File: src/rtl/ascon_round_sequencer_if.sv
// Handshake and round-schedule bundle between the ASCON round sequencer and its
// controller / permutation datapath.
interface ascon_round_sequencer_if #(
  parameter int CNT_W = 4
);
  logic             start_i;
  logic [1:0]       mode_i;
  logic [CNT_W-1:0] rounds_i;
  logic             enable_i;
  logic             abort_i;
  logic             ready_o;
  logic             busy_o;
  logic [CNT_W-1:0] round_o;
  logic [7:0]       rc_o;
  logic             last_o;
  logic             done_o;
  logic             err_o;

  modport master (
    output start_i, mode_i, rounds_i, enable_i, abort_i,
    input  ready_o, busy_o, round_o, rc_o, last_o, done_o, err_o
  );

  modport slave (
    input  start_i, mode_i, rounds_i, enable_i, abort_i,
    output ready_o, busy_o, round_o, rc_o, last_o, done_o, err_o
  );
endinterface

File: src/rtl/ascon_round_sequencer.sv
// Start/busy/done round scheduler for the ASCON permutation: runs n rounds ending at
// index ROUNDS_A-1 and presents the round index and its round constant each cycle.
module ascon_round_sequencer #(
  parameter int ROUNDS_A = 12,
  parameter int ROUNDS_B = 6,
  parameter int CNT_W    = 4
) (
  input  logic                         clock_i,
  input  logic                         reset_i,
  ascon_round_sequencer_if.slave       bus
);

  localparam logic [0:0]       ST_IDLE  = 1'b0;
  localparam logic [0:0]       ST_RUN   = 1'b1;
  localparam logic [CNT_W-1:0] RA_C     = CNT_W'(ROUNDS_A);
  localparam logic [CNT_W-1:0] RB_C     = CNT_W'(ROUNDS_B);
  localparam logic [CNT_W-1:0] LAST_IDX = CNT_W'(ROUNDS_A - 1);

  // Round constant: upper nibble counts down from F while the lower counts up.
  function automatic logic [7:0] round_const(input logic [3:0] idx);
    return {4'hF - idx, idx};
  endfunction

  logic [0:0]       state_r;
  logic [0:0]       state_n_s;
  logic [CNT_W-1:0] round_r;
  logic [CNT_W-1:0] round_n_s;
  logic             done_r;
  logic             done_n_s;
  logic             err_r;
  logic             err_n_s;

  logic             busy_s;
  logic             last_s;
  logic             ready_s;
  logic             legal_s;
  logic [CNT_W-1:0] n_s;
  logic [CNT_W-1:0] start_idx_s;
  logic             start_req_s;

  assign busy_s      = (state_r == ST_RUN);
  assign last_s      = busy_s & (round_r == LAST_IDX);
  assign ready_s     = ~busy_s | (last_s & bus.enable_i);
  assign start_req_s = bus.start_i & ready_s;
  assign start_idx_s = RA_C - n_s;

  // Decode the requested round count and whether the request is legal.
  always_comb begin
    n_s     = RA_C;
    legal_s = 1'b0;
    case (bus.mode_i)
      2'd0: begin
        n_s     = RA_C;
        legal_s = 1'b1;
      end
      2'd1: begin
        n_s     = RB_C;
        legal_s = 1'b1;
      end
      2'd2: begin
        n_s     = bus.rounds_i;
        legal_s = (bus.rounds_i >= {{(CNT_W-1){1'b0}}, 1'b1}) && (bus.rounds_i <= RA_C);
      end
      default: begin
        n_s     = RA_C;
        legal_s = 1'b0;
      end
    endcase
  end

  // Next-state logic: abort, then completion/advance, then start acceptance.
  always_comb begin
    state_n_s = state_r;
    round_n_s = round_r;
    done_n_s  = 1'b0;
    err_n_s   = 1'b0;
    if (busy_s && bus.abort_i) begin
      state_n_s = ST_IDLE;
    end else if (busy_s) begin
      if (bus.enable_i) begin
        if (last_s) begin
          done_n_s = 1'b1;
          if (start_req_s && legal_s) begin
            round_n_s = start_idx_s;
          end else begin
            // Run ends; a rejected start on the final cycle still flags an error.
            state_n_s = ST_IDLE;
            err_n_s   = start_req_s;
          end
        end else begin
          round_n_s = round_r + {{(CNT_W-1){1'b0}}, 1'b1};
        end
      end else begin
        state_n_s = state_r;
      end
    end else begin
      if (start_req_s) begin
        if (legal_s) begin
          state_n_s = ST_RUN;
          round_n_s = start_idx_s;
        end else begin
          err_n_s = 1'b1;
        end
      end else begin
        state_n_s = state_r;
      end
    end
  end

  // State registers with synchronous reset.
  always_ff @(posedge clock_i) begin
    if (reset_i) begin
      state_r <= ST_IDLE;
      round_r <= {CNT_W{1'b0}};
      done_r  <= 1'b0;
      err_r   <= 1'b0;
    end else begin
      state_r <= state_n_s;
      round_r <= round_n_s;
      done_r  <= done_n_s;
      err_r   <= err_n_s;
    end
  end

  assign bus.busy_o  = busy_s;
  assign bus.round_o = round_r;
  assign bus.rc_o    = round_const(round_r[3:0]);
  assign bus.last_o  = last_s;
  assign bus.ready_o = ready_s;
  assign bus.done_o  = done_r;
  assign bus.err_o   = err_r;

endmodule

File: src/flat_wrapper.sv
// flat-port wrapper written by rule: the top's interface ports become plain ports
module ascon_round_sequencer_flat 
#(
  parameter int ROUNDS_A = 12,
  parameter int ROUNDS_B = 6,
  parameter int CNT_W    = 4
)
  (clock_i, reset_i, bus_start_i, bus_mode_i, bus_rounds_i, bus_enable_i, bus_abort_i, bus_ready_o, bus_busy_o, bus_round_o, bus_rc_o, bus_last_o, bus_done_o, bus_err_o);
  ascon_round_sequencer_if #(.CNT_W(CNT_W)) bus_i ();
  input  logic clock_i;
  input  logic reset_i;
  input wire logic [$bits(bus_i.start_i)-1:0] bus_start_i;
  input wire logic [$bits(bus_i.mode_i)-1:0] bus_mode_i;
  input wire logic [$bits(bus_i.rounds_i)-1:0] bus_rounds_i;
  input wire logic [$bits(bus_i.enable_i)-1:0] bus_enable_i;
  input wire logic [$bits(bus_i.abort_i)-1:0] bus_abort_i;
  output wire logic [$bits(bus_i.ready_o)-1:0] bus_ready_o;
  output wire logic [$bits(bus_i.busy_o)-1:0] bus_busy_o;
  output wire logic [$bits(bus_i.round_o)-1:0] bus_round_o;
  output wire logic [$bits(bus_i.rc_o)-1:0] bus_rc_o;
  output wire logic [$bits(bus_i.last_o)-1:0] bus_last_o;
  output wire logic [$bits(bus_i.done_o)-1:0] bus_done_o;
  output wire logic [$bits(bus_i.err_o)-1:0] bus_err_o;
  assign bus_i.start_i = bus_start_i;
  assign bus_i.mode_i = bus_mode_i;
  assign bus_i.rounds_i = bus_rounds_i;
  assign bus_i.enable_i = bus_enable_i;
  assign bus_i.abort_i = bus_abort_i;
  assign bus_ready_o = bus_i.ready_o;
  assign bus_busy_o = bus_i.busy_o;
  assign bus_round_o = bus_i.round_o;
  assign bus_rc_o = bus_i.rc_o;
  assign bus_last_o = bus_i.last_o;
  assign bus_done_o = bus_i.done_o;
  assign bus_err_o = bus_i.err_o;
  ascon_round_sequencer #(.ROUNDS_A(ROUNDS_A), .ROUNDS_B(ROUNDS_B), .CNT_W(CNT_W)) u_core (.clock_i(clock_i), .reset_i(reset_i), .bus(bus_i));
endmodule
File: config.mk
export PLATFORM = sky130hd
export DESIGN_NAME = ascon_round_sequencer_flat
export DESIGN_NICKNAME = d
export VERILOG_FILES = /design/src/rtl/ascon_round_sequencer_if.sv /design/src/rtl/ascon_round_sequencer.sv /design/src/flat_wrapper.sv
export SDC_FILE = /design/constraint.sdc
export NUM_CORES = 1
export LEC_CHECK = 0
export ABC_AREA = 0
export ABC_CLOCK_PERIOD_IN_PS = 4500
export CORE_UTILIZATION = 43
export DETAILED_ROUTE_END_ITERATION = 8
export PLACE_DENSITY = 0.86
export SLEW_MARGIN = 10
export SYNTH_ARGS = -nofsm -noshare
export SYNTH_HDL_FRONTEND = slang
export SYNTH_SLANG_ARGS = --single-unit
File: constraint.sdc
create_clock -name clock_i -period 4.5 [get_ports clock_i]
set_clock_uncertainty 0.2 [all_clocks]
set_input_delay 1.125 -clock clock_i [delete_from_list [all_inputs] [get_ports clock_i]]
set_output_delay 1.125 -clock clock_i [all_outputs]
set_load 0.01 [all_outputs]
==> metrics.md, run 1 <==
| Metric | Value |
|---|---|
| Number of placed instances with taps included | `120` |
| Clock-pin slew of the registers on the worst-case setup and hold paths | `0.06 ns` |
| Fraction of power consumed by combinational cells | `0.416` |
| Final TNS setup | `0 ns` |
| Std-Cell Core Area | `roughly 1300 µm²` |
| Cell Rows | `13` |
| Crit path arrival time | `approximately 2.5 ns` |
| Final worst hold slack | `0.352 ns` |
| Cell Int Power | `between 150 and 200 µW` |
| Flop and latch count out of synthesis | `7` |
| Post-DP HPWL | `~1.2 mm` |
| Width of the chip | `40.2 µm` |
| Total congestion overflow | `0` |
| Routability cong. | `around 0.7` |
| Initial core utilization | `0.470` |
| Placed Instance Area | `about 880 µm²` |
| Type of destination of the critical path | `output pin` |
| Crit-path max cell delay | `0.57 ns` |
| Final setup violating endpoints | `0` |
| Vias in the first global route | `~550` |
| Final std cells w/o fill | `~120` |
| Count of nets after finishing | `127` |
| Setup repair after global routing missed its margin | `false` |
| Number of buffers inserted for hold repair after clock tree synthesis | `0` |
| Minimum period implied by the final worst setup slack | `approximately 3.8 ns` |
| VDD IR max | `0.000107 V` |
| # IOs | `28` |
| Period utilization | `0.851` |
| Total routing usage reported by global routing | `0.207` |
| Distinct cells, synth | `29` |
| Total wire length after detailed routing | `about 1.5 mm` |
| Part of the power in the clock network | `0.260` |
| Static leakage | `between 0.3 and 0.4 nW` |
| Number of sinks driven by the clock tree | `7` |
| Layout overhead on the synthesized area | `44.3%` |
| Ratio of cells with drive above 1 in the final layout | `0.0642` |
| Hold Fails Final Rpt | `0` |
| Net switching share of the total power | `0.340` |
| Critical-path top delay cell | `sky130_fd_sc_hd__clkdlybuf4s50_1` |
| PostCTS Resize Cnt | `0` |
| Portion of the post-synthesis area used by sequential elements | `0.224` |
| Top-area cell type share of the netlist area | `0.224` |
| Drt first pass iters | `5` |
| Area of the mapped netlist | `around 630 µm²` |
| Setup Fix Bufs, Post-CTS | `0` |
| Slew Limit Headroom | `0.754` |
| Cell breakdown of the critical path | `clkdlybuf4s50_1 -> inv_1 -> o21ai_2 -> clkdlybuf4s50_1` |
| Maximum number of buffers from clock root to sink | `2` |
| Max Transition Viols Final | `0` |
| Final Instance Area | `slightly above 900 µm²` |
| Antenna violations before repair | `0` |
| Peak fanout along the critical path | `4` |
| CTS Root Buffer Type | `sky130_fd_sc_hd__clkbuf_4` |
| Clock insertion delay at the later pin of the skew report | `~0.26 ns` |
| Die area | `about 1600 µm²` |
| Mean Syn Cell Area | `7.55 µm²` |
| Max-cap violations | `0` |
| Initial drt markers | `14` |
| Ant. Diodes | `0` |
| Cell type with the highest occurrence count on the critical path | `sky130_fd_sc_hd__clkdlybuf4s50_1` |
| Total number of yosys warnings | `0` |
| WL per Instance | `around 12 µm` |
| Count of mapped cells out of synthesis | `between 80 and 90` |
| Via count of the routed design | `697` |
| PortBufs | `27` |
| Critical path required time | `between 3 and 4 ns` |
| Largest cells by area after synthesis | `sky130_fd_sc_hd__dfxtp_1 22%, sky130_fd_sc_hd__ha_1 12%, sky130_fd_sc_hd__inv_1 7.8%` |
| Maximum number of pins on one net before global-route repair | `9` |
| Net switching power | `around 79 µW` |
| Syn_nets | `100` |
| Kind of critical path | `in -> out` |
| Total power divided by cell area | `between 200 and 300 nW/µm²` |
| Largest area contributor in the synthesized netlist | `sky130_fd_sc_hd__dfxtp_1` |
| Critical path startpoint category | `input port` |
| Outcome | `finished clean` |
| Global-route wire length before repair | `2.20 mm` |
| Actual slew at the worst max-slew pin | `approximately 0.37 ns` |
| Most frequent cells in the layout | `27 x sky130_fd_sc_hd__clkdlybuf4s50_1, 13 x sky130_fd_sc_hd__inv_1, 12 x sky130_fd_sc_hd__nand2_1, 7 x sky130_fd_sc_hd__dfxtp_1, 6 x sky130_fd_sc_hd__ha_1` |
| Fmax | `around 260 MHz` |
| Detailed-route vias per instance | `5.62` |
| Die Y | `40.2 µm` |
| Sequential share of power | `0.323` |
| Worst Hold Class | `reg -> reg` |
| H-Tree Level Count | `1` |
| CTS tree | `done` |
| Commonest non-fill, non-tap cell in the layout | `sky130_fd_sc_hd__clkdlybuf4s50_1` |
| DR DRC count | `0` |
| Antenna viol nets, final | `0` |
| CTS buffer count | `3` |
## logic make-up (layout without fill, tap and decap cells)
kind of cell | Yosys count | in the layout | synth area share
AOI/OAI and AO/OA | 22 | 22 | 0.269
and+or+nand+nor | 27 | 27 | 0.206
adders and majority gates | 6 | 6 | 0.120
buffers and inverters | 18 | 44 | 0.138
xor gates and xnor gates | 2 | 2 | 0.0279
muxes | 1 | 1 | 0.0160
DFF | 7 | 7 | 0.224
## sequential cells by signal (all words and copies together) (netlist names)
signal / cells
u_core.bus.busy_o: 1
u_core.bus.round_o: 4
u_core.bus.done_o: 1
u_core.bus.err_o: 1
## per-layer routing
metal  vias to the layer above  track usage  wire length (µm)
met5                         -            0                 0
met4                         0        0.133                35
met3                         6       0.0167               110
met2                        38        0.395               768
met1                       311        0.211               583
li1                        342            -                 -
## per-stage QoR
stage / setup WS (ns) / utilization / power (mW)
2_1_floorplan: 1.77 / - / 0.130
3_3_place_gp: 0.715 / 0.659 / 0.170
3_5_place_dp: 0.708 / 0.659 / 0.173
4_1_cts: 0.696 / 0.678 / 0.233
5_1_grt: 0.643 / 0.678 / 0.245
6_report: 0.672 / 0.678 / 0.233
## worst paths after layout
| path | start | to | slack [ns] | depth (start not counted) |
|---|---|---|---|---|
| worst min register to register | u_core.bus.round_o[1]$_SDFFE_PP0P_ | u_core.bus.round_o[1]$_SDFFE_PP0P_ | 0.35 | 2 |
| worst max-delay path | bus_enable_i | bus_ready_o | 0.67 | 4 |
| worst max register to register | u_core.bus.round_o[0]$_SDFFE_PP0P_ | u_core.bus.round_o[1]$_SDFFE_PP0P_ | 2.43 | 7 |
| worst min-delay path | u_core.bus.round_o[1]$_SDFFE_PP0P_ | u_core.bus.round_o[1]$_SDFFE_PP0P_ | 0.35 | 2 |
## worst max-delay path: cells and delay by family
family | cells | cell delay [ns]
AOI/OAI and AO/OA | 1 | 0.22
buffers and inverters | 3 | 1.16
## layout make-up
type	instances	area [µm²]
fill	122	429
multi-input combinational	58	400
timing repair buffer	27	270
sequential	7	140
inverter	13	48.8
clock buffer	4	26.3
tap	15	18.8
## power by group through the flow
stage / combinational [mW] / sequential (mW) / clock (mW)
3_5_place_dp: 0.0966 / 0.0767 / 0
3_3_place_gp: 0.0941 / 0.0761 / 0
4_1_cts: 0.0971 / 0.0753 / 0.0604
2_1_floorplan: 0.0521 / 0.0781 / 0
6_report: 0.0971 / 0.0755 / 0.0608
5_1_grt: 0.107 / 0.0762 / 0.0615
## Yosys cell counts
master                      instances
sky130_fd_sc_hd__a31oi_1            1
sky130_fd_sc_hd__a21oi_1            4
sky130_fd_sc_hd__a211oi_1           2
sky130_fd_sc_hd__nand4_1            1
sky130_fd_sc_hd__o211a_1            1
sky130_fd_sc_hd__o221ai_1           1
sky130_fd_sc_hd__nor3_1             1
sky130_fd_sc_hd__buf_4              5
sky130_fd_sc_hd__a311oi_1           2
sky130_fd_sc_hd__o2bb2ai_1          1
sky130_fd_sc_hd__o22ai_1            1
sky130_fd_sc_hd__o211ai_1           1
sky130_fd_sc_hd__nand2_1           12
sky130_fd_sc_hd__o21ai_2            1
sky130_fd_sc_hd__o32ai_2            1
sky130_fd_sc_hd__nand3_2            1
sky130_fd_sc_hd__xnor2_1            2
sky130_fd_sc_hd__mux2i_1            1
sky130_fd_sc_hd__a21o_1             3
sky130_fd_sc_hd__nand3_1            1
sky130_fd_sc_hd__nor2_1             5
sky130_fd_sc_hd__o21ai_0            2
sky130_fd_sc_hd__a21boi_2           1
sky130_fd_sc_hd__ha_1               6
sky130_fd_sc_hd__nand3b_1           1
sky130_fd_sc_hd__inv_1             13
sky130_fd_sc_hd__nor4_1             3
sky130_fd_sc_hd__nand2b_1           2
sky130_fd_sc_hd__dfxtp_1            7
(Power assumes the default switching activity.)
==> inputs of run 2 (changes only) <==
--- a/config.mk
+++ b/config.mk
@@ -6,7 +6,6 @@
 export NUM_CORES = 1
 export LEC_CHECK = 0
 export ABC_AREA = 0
-export ABC_CLOCK_PERIOD_IN_PS = 4500
 export CORE_UTILIZATION = 43
 export DETAILED_ROUTE_END_ITERATION = 8
 export PLACE_DENSITY = 0.86
==> results of run 2 <==
No change in the layout: final DEF, timing and power equal those of run 1.
==> inputs of run 3 (changes only) <==
--- a/config.mk
+++ b/config.mk
@@ -6,9 +6,9 @@
 export NUM_CORES = 1
 export LEC_CHECK = 0
 export ABC_AREA = 0
-export CORE_UTILIZATION = 43
+export CORE_UTILIZATION = 40
 export DETAILED_ROUTE_END_ITERATION = 8
-export PLACE_DENSITY = 0.86
+export PLACE_DENSITY = 0.81
 export SLEW_MARGIN = 10
 export SYNTH_ARGS = -nofsm -noshare
 export SYNTH_HDL_FRONTEND = slang
==> constraint.sdc (replaced) <==
create_clock -name clock_i -period 3.99 [get_ports clock_i]
set_clock_uncertainty 0.2 [all_clocks]
set_input_delay 0.9975 -clock clock_i [delete_from_list [all_inputs] [get_ports clock_i]]
set_output_delay 0.9975 -clock clock_i [all_outputs]
set_load 0.01 [all_outputs]
==> metrics.md, run 3 (synthesis results as in run 1) <==
| Metric | Value |
|---|---|
| Outcome | `finished clean` |
| Cell breakdown of the critical path | `clkdlybuf4s50_1 -> inv_1 -> o21ai_2 -> clkdlybuf4s50_1` |
| Total power divided by cell area | `286 nW/µm²` |
| Detailed-route vias per instance | `between 5 and 6` |
| Part of the power in the clock network | `0.255` |
| Maximum number of pins on one net before global-route repair | `9` |
| PostCTS Resize Cnt | `0` |
| Critical R2R Launch | `u_core.bus.round_o[0]$_SDFFE_PP0P_` |
| Fraction of power consumed by combinational cells | `0.417` |
| Cell Int Power | `173 µW` |
| Actual slew at the worst max-slew pin | `between 0.3 and 0.4 ns` |
| Layout overhead on the synthesized area | `44.3%` |
| Overall Power | `258 µW` |
| Total congestion overflow | `0` |
| Number of sinks driven by the clock tree | `7` |
| Depth of the worst hold-timing path | `2` |
| Minimum period implied by the final worst setup slack | `3.57 ns` |
| Most frequent cells in the layout | `27 x sky130_fd_sc_hd__clkdlybuf4s50_1, 13 x sky130_fd_sc_hd__inv_1, 12 x sky130_fd_sc_hd__nand2_1, 7 x sky130_fd_sc_hd__dfxtp_1, 6 x sky130_fd_sc_hd__ha_1` |
| Peak fanout along the critical path | `4` |
| Minimum setup slack after placement | `0.438 ns` |
| Final worst hold slack | `between 0.3 and 0.4 ns` |
| Type of destination of the critical path | `output pin` |
| Antenna viol nets, final | `0` |
| Number of buffers inserted for hold repair after clock tree synthesis | `0` |
| Reg-to-reg setup timing slack | `around 1.9 ns` |
| Number of buffers and inverters on the critical path | `3` |
| Final Instance Area | `~900 µm²` |
| Via count of the routed design | `678` |
| Antenna violations before repair | `0` |
| Setup repair after global routing missed its margin | `false` |
| Static leakage | `between 0.3 and 0.4 nW` |
| Worst Hold Class | `reg -> reg` |
| Kind of critical path | `in -> out` |
| Hold-critical path endpoint | `u_core.bus.round_o[2]$_SDFFE_PP0P_` |
| Hold Fails Final Rpt | `0` |
| Placed Instance Area | `878 µm²` |
| Period utilization | `0.894` |
| DR DRC count | `0` |
| Clock insertion delay at the later pin of the skew report | `0.25 ns` |
| WL per Instance | `10.7 µm` |
| Number of placed instances with taps included | `120` |
| Initial drt markers | `9` |
| Cell type with the highest occurrence count on the critical path | `sky130_fd_sc_hd__clkdlybuf4s50_1` |
| Crit-path max cell delay | `between 0.5 and 0.6 ns` |
| Std-Cell Core Area | `1380 µm²` |
| Sequential share of power | `0.328` |
| Slew Limit Headroom | `0.750` |
| Global-route wire length before repair | `roughly 2.2 mm` |
| CTS buffer count | `3` |
| Vias in the first global route | `between 500 and 600` |
| Critical-path top delay cell | `sky130_fd_sc_hd__clkdlybuf4s50_1` |
| Max Transition Viols Final | `0` |
| Maximum number of buffers from clock root to sink | `2` |
| Net switching share of the total power | `0.329` |
| Total routing usage reported by global routing | `0.161` |
| Net switching power | `about 85 µW` |
| Width of the chip | `roughly 42 µm` |
| Family of cells with the greatest summed delay on the critical path | `buffers and inverters` |
| H-Tree Level Count | `1` |
| Clock-pin slew of the registers on the worst-case setup and hold paths | `approximately 0.050 ns` |
| Routability cong. | `0.796` |
| Ant. Diodes | `0` |
| Cell Rows | `13` |
| Fill cell count | `126` |
| CTS tree | `done` |
| CTS Root Buffer Type | `sky130_fd_sc_hd__clkbuf_4` |
| Ratio of cells with drive above 1 in the final layout | `0.0642` |
| Die Y | `41.6 µm` |
| Final TNS setup | `0 ns` |
| Commonest non-fill, non-tap cell in the layout | `sky130_fd_sc_hd__clkdlybuf4s50_1` |
| Hold Path Origin | `u_core.bus.round_o[2]$_SDFFE_PP0P_` |
| Max-cap violations | `0` |
| Final setup violating endpoints | `0` |
| Die area | `1730 µm²` |
| Critical path required time | `about 2.8 ns` |
| Capture point of the worst reg-to-reg path | `u_core.bus.round_o[1]$_SDFFE_PP0P_` |
| Critical path startpoint category | `input port` |
| Number of cells traversed by the worst register-to-register path | `7` |
| Final std cells w/o fill | `between 100 and 150` |
| Max FFs per register | `4` |
| Final Core Density | `0.654` |
| Worst Setup Slack, final | `between 0.4 and 0.5 ns` |
| Setup Fix Bufs, Post-CTS | `0` |
| Initial core utilization | `0.453` |
| # IOs | `28` |
| Fmax | `roughly 280 MHz` |
| PortBufs | `27` |
| Total wire length after detailed routing | `1.33 mm` |
| Drt first pass iters | `4` |
| Count of nets after finishing | `about 130` |
| Number of stages on the worst setup path | `4` |
| VDD IR max | `0.000126 V` |
| Post-DP HPWL | `around 1.1 mm` |
| Crit path arrival time | `about 2.4 ns` |
==> run 3: layer usage <==
metal | up-vias | global-route usage | wire length (µm)
met3 | 5 | 0.0174 | 91
met2 | 32 | 0.284 | 676
met4 | 0 | 0.116 | 34
met5 | - | 0 | 0
met1 | 301 | 0.174 | 523
li1 | 340 | - | -
==> run 3: cell type report <==
type / count / area (µm²) / share of cell area
multi-input combinational: 58 / 400 / 0.443
timing repair buffer: 27 / 270 / 0.299
sequential: 7 / 140 / 0.155
inverter: 13 / 48.8 / 0.0539
tap: 15 / 18.8 / 0.0207
clock buffer: 4 / 26.3 / 0.0290
==> run 3: worst max path at each step <==
stage | from | to
floorplan | bus_mode_i[0] | u_core.bus.round_o[1]$_SDFFE_PP0P_
CTS | bus_enable_i | bus_ready_o
global placement | bus_enable_i | bus_ready_o
finish | bus_enable_i | bus_ready_o
global route | bus_enable_i | bus_ready_o
detailed placement | bus_enable_i | bus_ready_o
==> run 3: power by group through the flow <==
stage | Combinational, mW | Clock [mW] | Sequential [mW]
2_1_floorplan | 0.0587 | 0 | 0.0881
3_5_place_dp | 0.108 | 0 | 0.0863
5_1_grt | 0.116 | 0.0705 | 0.0863
4_1_cts | 0.108 | 0.0682 | 0.0848
6_report | 0.108 | 0.0659 | 0.0847
3_3_place_gp | 0.106 | 0 | 0.0859
==> run 3: worst reg2reg max path, stage by stage, from the launching register on <==
cell                       delay (ns)
sky130_fd_sc_hd__dfxtp_1         0.42
sky130_fd_sc_hd__ha_1            0.23
sky130_fd_sc_hd__nand3b_1        0.16
sky130_fd_sc_hd__o21ai_2         0.25
sky130_fd_sc_hd__nand3_2         0.17
sky130_fd_sc_hd__a21boi_2        0.24
sky130_fd_sc_hd__nor2_1          0.06
sky130_fd_sc_hd__a311oi_1        0.25
==> patch 1: new RTL, config.mk and constraints of run 3 <==
`CNT_W` is set to 4 in 3 places; all go to 5.
--- a/src/rtl/ascon_round_sequencer_if.sv
+++ b/src/rtl/ascon_round_sequencer_if.sv
@@ -2,5 +2,5 @@
 // controller / permutation datapath.
 interface ascon_round_sequencer_if #(
-  parameter int CNT_W = 4
+  parameter int CNT_W = 5
 );
   logic             start_i;
--- a/src/rtl/ascon_round_sequencer.sv
+++ b/src/rtl/ascon_round_sequencer.sv
@@ -4,5 +4,5 @@
   parameter int ROUNDS_A = 12,
   parameter int ROUNDS_B = 6,
-  parameter int CNT_W    = 4
+  parameter int CNT_W    = 5
 ) (
   input  logic                         clock_i,
--- a/src/flat_wrapper.sv
+++ b/src/flat_wrapper.sv
@@ -4,5 +4,5 @@
   parameter int ROUNDS_A = 12,
   parameter int ROUNDS_B = 6,
-  parameter int CNT_W    = 4
+  parameter int CNT_W    = 5
 )
   (clock_i, reset_i, bus_start_i, bus_mode_i, bus_rounds_i, bus_enable_i, bus_abort_i, bus_ready_o, bus_busy_o, bus_round_o, bus_rc_o, bus_last_o, bus_done_o, bus_err_o);
Ports: changed (resized bus_round_o and bus_rounds_i); port bits go from 28 to 30. The function was not compared with the original's and may differ.
==> patch 1 against run 3 <==
Sequential power is 13% higher. Utilization is 5.6 points lower. Total power is 3.0% higher. Routed wire length is 37% higher. Global-route usage is 3.5 points higher. Hold slack worse by 0.0088 ns. Synthesized area is 21% higher. First-iteration DRC count is 56% higher. Cell area is 15% higher. Sequential cell count is 1 higher. Setup slack better by 0.17 ns.
==> patch 1: results (changes against run 3) <==
{| class="wikitable"
! Metric !! Value
|-
| 1st-iter DRT viols || 14 (was 9)
|-
| Routed length on met1 || 711 µm (was 523 µm)
|-
| Length in cells of the worst reg-to-reg path || 6 (was 7)
|-
| Post-Synthesis Net Count || 111 (was 100)
|-
| Run status || finished clean (unchanged)
|-
| Via count of the first global-routing pass || 732 (was 550)
|-
| Maximum number of pins on one net before global-route repair || 12 (was 9)
|-
| Total Nets Final || 139 (was 127)
|-
| Top cells by area in the synthesized netlist || sky130_fd_sc_hd__dfxtp_1, sky130_fd_sc_hd__ha_1, sky130_fd_sc_hd__inv_1, sky130_fd_sc_hd__o21ai_0, sky130_fd_sc_hd__nand2_1 (was sky130_fd_sc_hd__dfxtp_1, sky130_fd_sc_hd__ha_1, sky130_fd_sc_hd__inv_1, sky130_fd_sc_hd__nand2_1, sky130_fd_sc_hd__buf_4)
|-
| Endpoint of the worst hold path || u_core.bus.round_o[4] (was u_core.bus.round_o[2])
|-
| Max rail drop VDD || 0.000205 V (was 0.000126 V)
|-
| Via-to-Cell Ratio || 5.47 (about the same)
|-
| Stage delay of the slowest cell on the critical path || 0.54 ns (was 0.58 ns)
|-
| Largest fanout of any net on the critical path || 3 (was 4)
|-
| Port Buffers || 29 (was 27)
|-
| Worst Hold Class || reg -> reg (unchanged)
|-
| Data arrival at the endpoint of the critical path || 2.20 ns (was 2.37 ns)
|-
| Met3 Routed Length || 109 µm (was 91 µm)
|-
| HP Start || u_core.bus.round_o[4] (was u_core.bus.round_o[2])
|-
| Setup slack of the worst register-to-register path || 1.77 ns (was 1.93 ns)
|-
| Overall global routing resource usage || 0.195 (was 0.161)
|-
| Critical register-to-register path endpoint || u_core.bus.round_o[3] (was u_core.bus.round_o[1])
|-
| Number of H-tree branching levels || 1 (unchanged)
|-
| Power attributed to sequential cells || 95.9 µW (was 84.7 µW)
|-
| Internal power component || 180 µW (was 173 µW)
|-
| Filler Cell Count || 148 (was 126)
|-
| Total wire length || 1820 µm (was 1330 µm)
|-
| Share of final-layout standard cells stronger than drive strength 1 || 0.109 (was 0.0642)
|-
| Netlist cell types || 40 (was 29)
|-
| Worst relative slew slack || 0.726 (was 0.750)
|-
| Commonest register cell after synthesis || sky130_fd_sc_hd__dfxtp_1 (unchanged)
|-
| Number of flip-flops in the largest register || 5 (was 4)
|-
| Leak pwr || 0.000401 µW (was 0.000392 µW)
|-
| Relative contribution of combinational cells to total power || 0.402 (was 0.417)
|-
| Sequential fraction of the synthesis area || 0.212 (was 0.224)
|-
| GPL Wtd Cong || 0.815 (was 0.796)
|-
| Final HPWL DP || 1490 µm (was 1100 µm)
|-
| Portion of total power attributed to the clock network || 0.238 (was 0.255)
|-
| Wire length on met2 || 951 µm (was 676 µm)
|-
| Synth top cells by count || sky130_fd_sc_hd__inv_1, sky130_fd_sc_hd__nand2_1, sky130_fd_sc_hd__dfxtp_1 (unchanged)
|-
| First-pass GRT wire length || 2910 µm (was 2170 µm)
|-
| Master cell of the clock root buffer || sky130_fd_sc_hd__clkbuf_4 (unchanged)
|}
patch 1: tightest hold or removal path: cells and delay by family (launching register included):
family,cells,cell delay [ns]
flops,1,0.34
simple gates,1,0.08
compound gates,1,0.06
patch 1: through the flow:
stage | std cells | utilization | worst slack [ns] | hold slack (ns) | cell area [µm²]
3_3_place_gp | 141 | 0.586 | 0.637 | 0.300 | 1020
3_5_place_dp | 141 | 0.586 | 0.611 | 0.317 | 1020
2_1_floorplan | 93 | - | 1.37 | 0.316 | 756
4_1_cts | 144 | 0.599 | 0.595 | 0.325 | 1040
6_report | 144 | 0.599 | 0.595 | 0.330 | 1040
5_1_grt | 144 | 0.599 | 0.537 | 0.348 | 1040
patch 1: worst max path at each step:
stage | start | to | slack [ns]
after floorplan | bus_mode_i[0] | u_core.bus.round_o[3] | 1.37
after global placement | bus_enable_i | bus_ready_o | 0.64
after detailed placement | bus_enable_i | bus_ready_o | 0.61
after CTS | bus_enable_i | bus_ready_o | 0.60
after global routing | bus_enable_i | bus_ready_o | 0.54
final | bus_enable_i | bus_ready_o | 0.59
patch 1: per-layer routing:
layer  vias up  global-route usage
met5         -                   0
met4         0              0.0848
met3         4              0.0754
met2        28               0.337
met1       371               0.209
li1        385                   -
patch 1: kinds of logic after synthesis:
group,synth area share
adders and majority gates,0.0993
xor gates and xnor gates,0.0348
muxes,0.0132
and+or+nand+nor,0.257
AOI/OAI and AO/OA,0.262
buffers and inverters,0.123
DFF,0.212
patch 1: cell type report:
class                      instances  share of cell area
clock buffer                       3              0.0216
multi-input combinational         69               0.481
sequential                         8               0.153
inverter                          10              0.0359
timing repair buffer              29               0.278
tap                               25              0.0299
==> patch 2: new RTL, settings of run 3 <==
Without the edit above. Reset style: asynchronous (`reset_i`), changed in one clocked block. Comments in the files are not updated.
--- a/src/rtl/ascon_round_sequencer.sv
+++ b/src/rtl/ascon_round_sequencer.sv
@@ -109,5 +109,5 @@
 
   // State registers with synchronous reset.
-  always_ff @(posedge clock_i) begin
+  always_ff @(posedge clock_i or posedge reset_i) begin
     if (reset_i) begin
       state_r <= ST_IDLE;
Check against the original RTL: differs if reset_i is asserted again (counterexample within 4 cycles, from zero or initial values and one cycle with reset_i high); with reset_i held inactive, the same outputs for 10 cycles.
==> patch 2 against run 3 <==
Critical path depth unchanged. Routed wire length increased by 1.7%. Cell area increased by 1.2%. Setup slack improved by 0.082 ns. Synthesized area increased by 2.8%. Sequential cell count unchanged. Count of clock-buffer cells in the layout unchanged.
Power is not compared: it rests on default switching activity, and its combinational part moved more than twofold at a synthesized area within 25%.
==> patch 2: results (changes against run 3) <==
{| class="wikitable"
! Metric !! Value
|-
| Run status || finished clean (unchanged)
|-
| Maximum number of pins on one net before global-route repair || 12 (was 9)
|-
| Final HPWL DP || 1070 µm (was 1100 µm)
|-
| Commonest register cell after synthesis || sky130_fd_sc_hd__dfrtp_1 (was sky130_fd_sc_hd__dfxtp_1)
|-
| Total wire length || 1350 µm (was 1330 µm)
|-
| First-pass GRT wire length || 2330 µm (was 2170 µm)
|-
| HP Start || u_core.bus.round_o[1] (was u_core.bus.round_o[2])
|-
| Post-Synthesis Net Count || 96 (was 100)
|-
| Sequential fraction of the synthesis area || 0.272 (was 0.224)
|-
| Master cell of the clock root buffer || sky130_fd_sc_hd__clkbuf_4 (unchanged)
|-
| Netlist cell types || 31 (was 29)
|-
| Total Nets Final || 122 (was 127)
|-
| Resized cells post-CTS || 0 (unchanged)
|-
| Endpoint of the worst hold path || u_core.bus.round_o[1] (was u_core.bus.round_o[2])
|-
| Source of the worst register-to-register timing path || u_core.bus.round_o[0] (unchanged)
|-
| Worst relative slew slack || 0.783 (was 0.750)
|-
| Share of final-layout standard cells stronger than drive strength 1 || 0.0769 (was 0.0642)
|-
| Critical register-to-register path endpoint || u_core.bus.round_o[0] (was u_core.bus.round_o[1])
|-
| Via count of the first global-routing pass || 559 (was 550)
|-
| Async set-or-reset flop fraction in the synthesized netlist || 1.00 (was 0)
|-
| GPL Wtd Cong || 0.751 (was 0.796)
|-
| Diodes inserted || 0 (unchanged)
|-
| Number of H-tree branching levels || 1 (unchanged)
|-
| Largest fanout of any net on the critical path || 4 (unchanged)
|-
| Fraction of post-synthesis cell area in the top cell type by area || 0.272 (was 0.224)
|-
| Top cells by area in the synthesized netlist || sky130_fd_sc_hd__dfrtp_1, sky130_fd_sc_hd__ha_1, sky130_fd_sc_hd__inv_1, sky130_fd_sc_hd__a211oi_1, sky130_fd_sc_hd__buf_4 (was sky130_fd_sc_hd__dfxtp_1, sky130_fd_sc_hd__ha_1, sky130_fd_sc_hd__inv_1, sky130_fd_sc_hd__nand2_1, sky130_fd_sc_hd__buf_4)
|-
| Synth top cells by count || sky130_fd_sc_hd__inv_1, sky130_fd_sc_hd__nand2_1, sky130_fd_sc_hd__dfrtp_1 (was sky130_fd_sc_hd__inv_1, sky130_fd_sc_hd__nand2_1, sky130_fd_sc_hd__dfxtp_1)
|-
| Data arrival at the endpoint of the critical path || 2.29 ns (was 2.37 ns)
|-
| Via-to-Cell Ratio || 5.40 (was 5.47)
|-
| Max clock buf depth || 2 (unchanged)
|-
| Overall global routing resource usage || 0.175 (was 0.161)
|-
| 1st-iter DRT viols || 5 (was 9)
|-
| Placement Cell Area || 890 µm² (was 878 µm²)
|}
patch 2: changes by cell type in the layout (fill, tap and decap cells not counted), sizes merged, moves of 3 or more:
cell   delta
dfrtp     +7
dfxtp     -7
inv       -3
nand2     -4
o21ai     +3
patch 2: where the power goes:
| group | switching, µW | internal (µW) | leakage, µW |
|---|---|---|---|
| logic | 136 | 177 | 0.000309 |
| clock network | 29.6 | 38.4 | 0.0000150 |
| registers | 43.0 | 96.6 | 0.0000895 |
patch 2: layout make-up:
type / instances / area, µm²
inverters: 10 / 37.5
multi-input cells: 56 / 387
well taps: 16 / 20.0
flip-flops and latches: 7 / 175
clock buffers: 4 / 26.3
fillers: 132 / 591
repair buffers: 27 / 270
patch 2: worst max-delay path, cell delays in order:
cell                              delay [ns]
sky130_fd_sc_hd__clkdlybuf4s50_1        0.47
sky130_fd_sc_hd__inv_1                  0.05
sky130_fd_sc_hd__o21ai_2                0.19
sky130_fd_sc_hd__clkdlybuf4s50_1        0.57
patch 2: layer usage:
metal  part of all wire  track usage
met1               0.43        0.206
met2               0.48        0.278
met3              0.059       0.0216
met4              0.034        0.150
met5                  0            0
patch 2: how the worst max path moves through the flow:
| stage | from | end | slack [ns] | cells after the start |
|---|---|---|---|---|
| after floorplan | bus_mode_i[0] | u_core.bus.round_o[0] | 1.33 | 9 |
| after global placement | bus_enable_i | bus_ready_o | 0.53 | 4 |
| after detailed placement | bus_enable_i | bus_ready_o | 0.50 | 4 |
| after CTS | bus_enable_i | bus_ready_o | 0.50 | 4 |
| after global routing | bus_enable_i | bus_ready_o | 0.45 | 4 |
| final | bus_enable_i | bus_ready_o | 0.50 | 4 |
patch 2: logic make-up after synthesis:
family | count (synthesis) | synth area share
XOR/XNOR | 1 | 0.0136
AO/OA/AOI/OAI | 23 | 0.266
AND/OR/NAND/NOR | 25 | 0.188
multiplexers | 1 | 0.0155
flip-flops | 7 | 0.272
adder cells (fa/ha/maj) | 6 | 0.117
buffers and inverters | 16 | 0.128
patch 2: metrics by stage:
stage          setup WS, ns  hold WS (ns)   util  std cells
2_1_floorplan          1.33         0.380      -         79
3_3_place_gp          0.529         0.376  0.591        116
3_5_place_dp          0.504         0.381  0.591        116
4_1_cts               0.497         0.392  0.608        120
5_1_grt               0.445         0.441  0.608        120
6_report              0.504         0.391  0.608        120
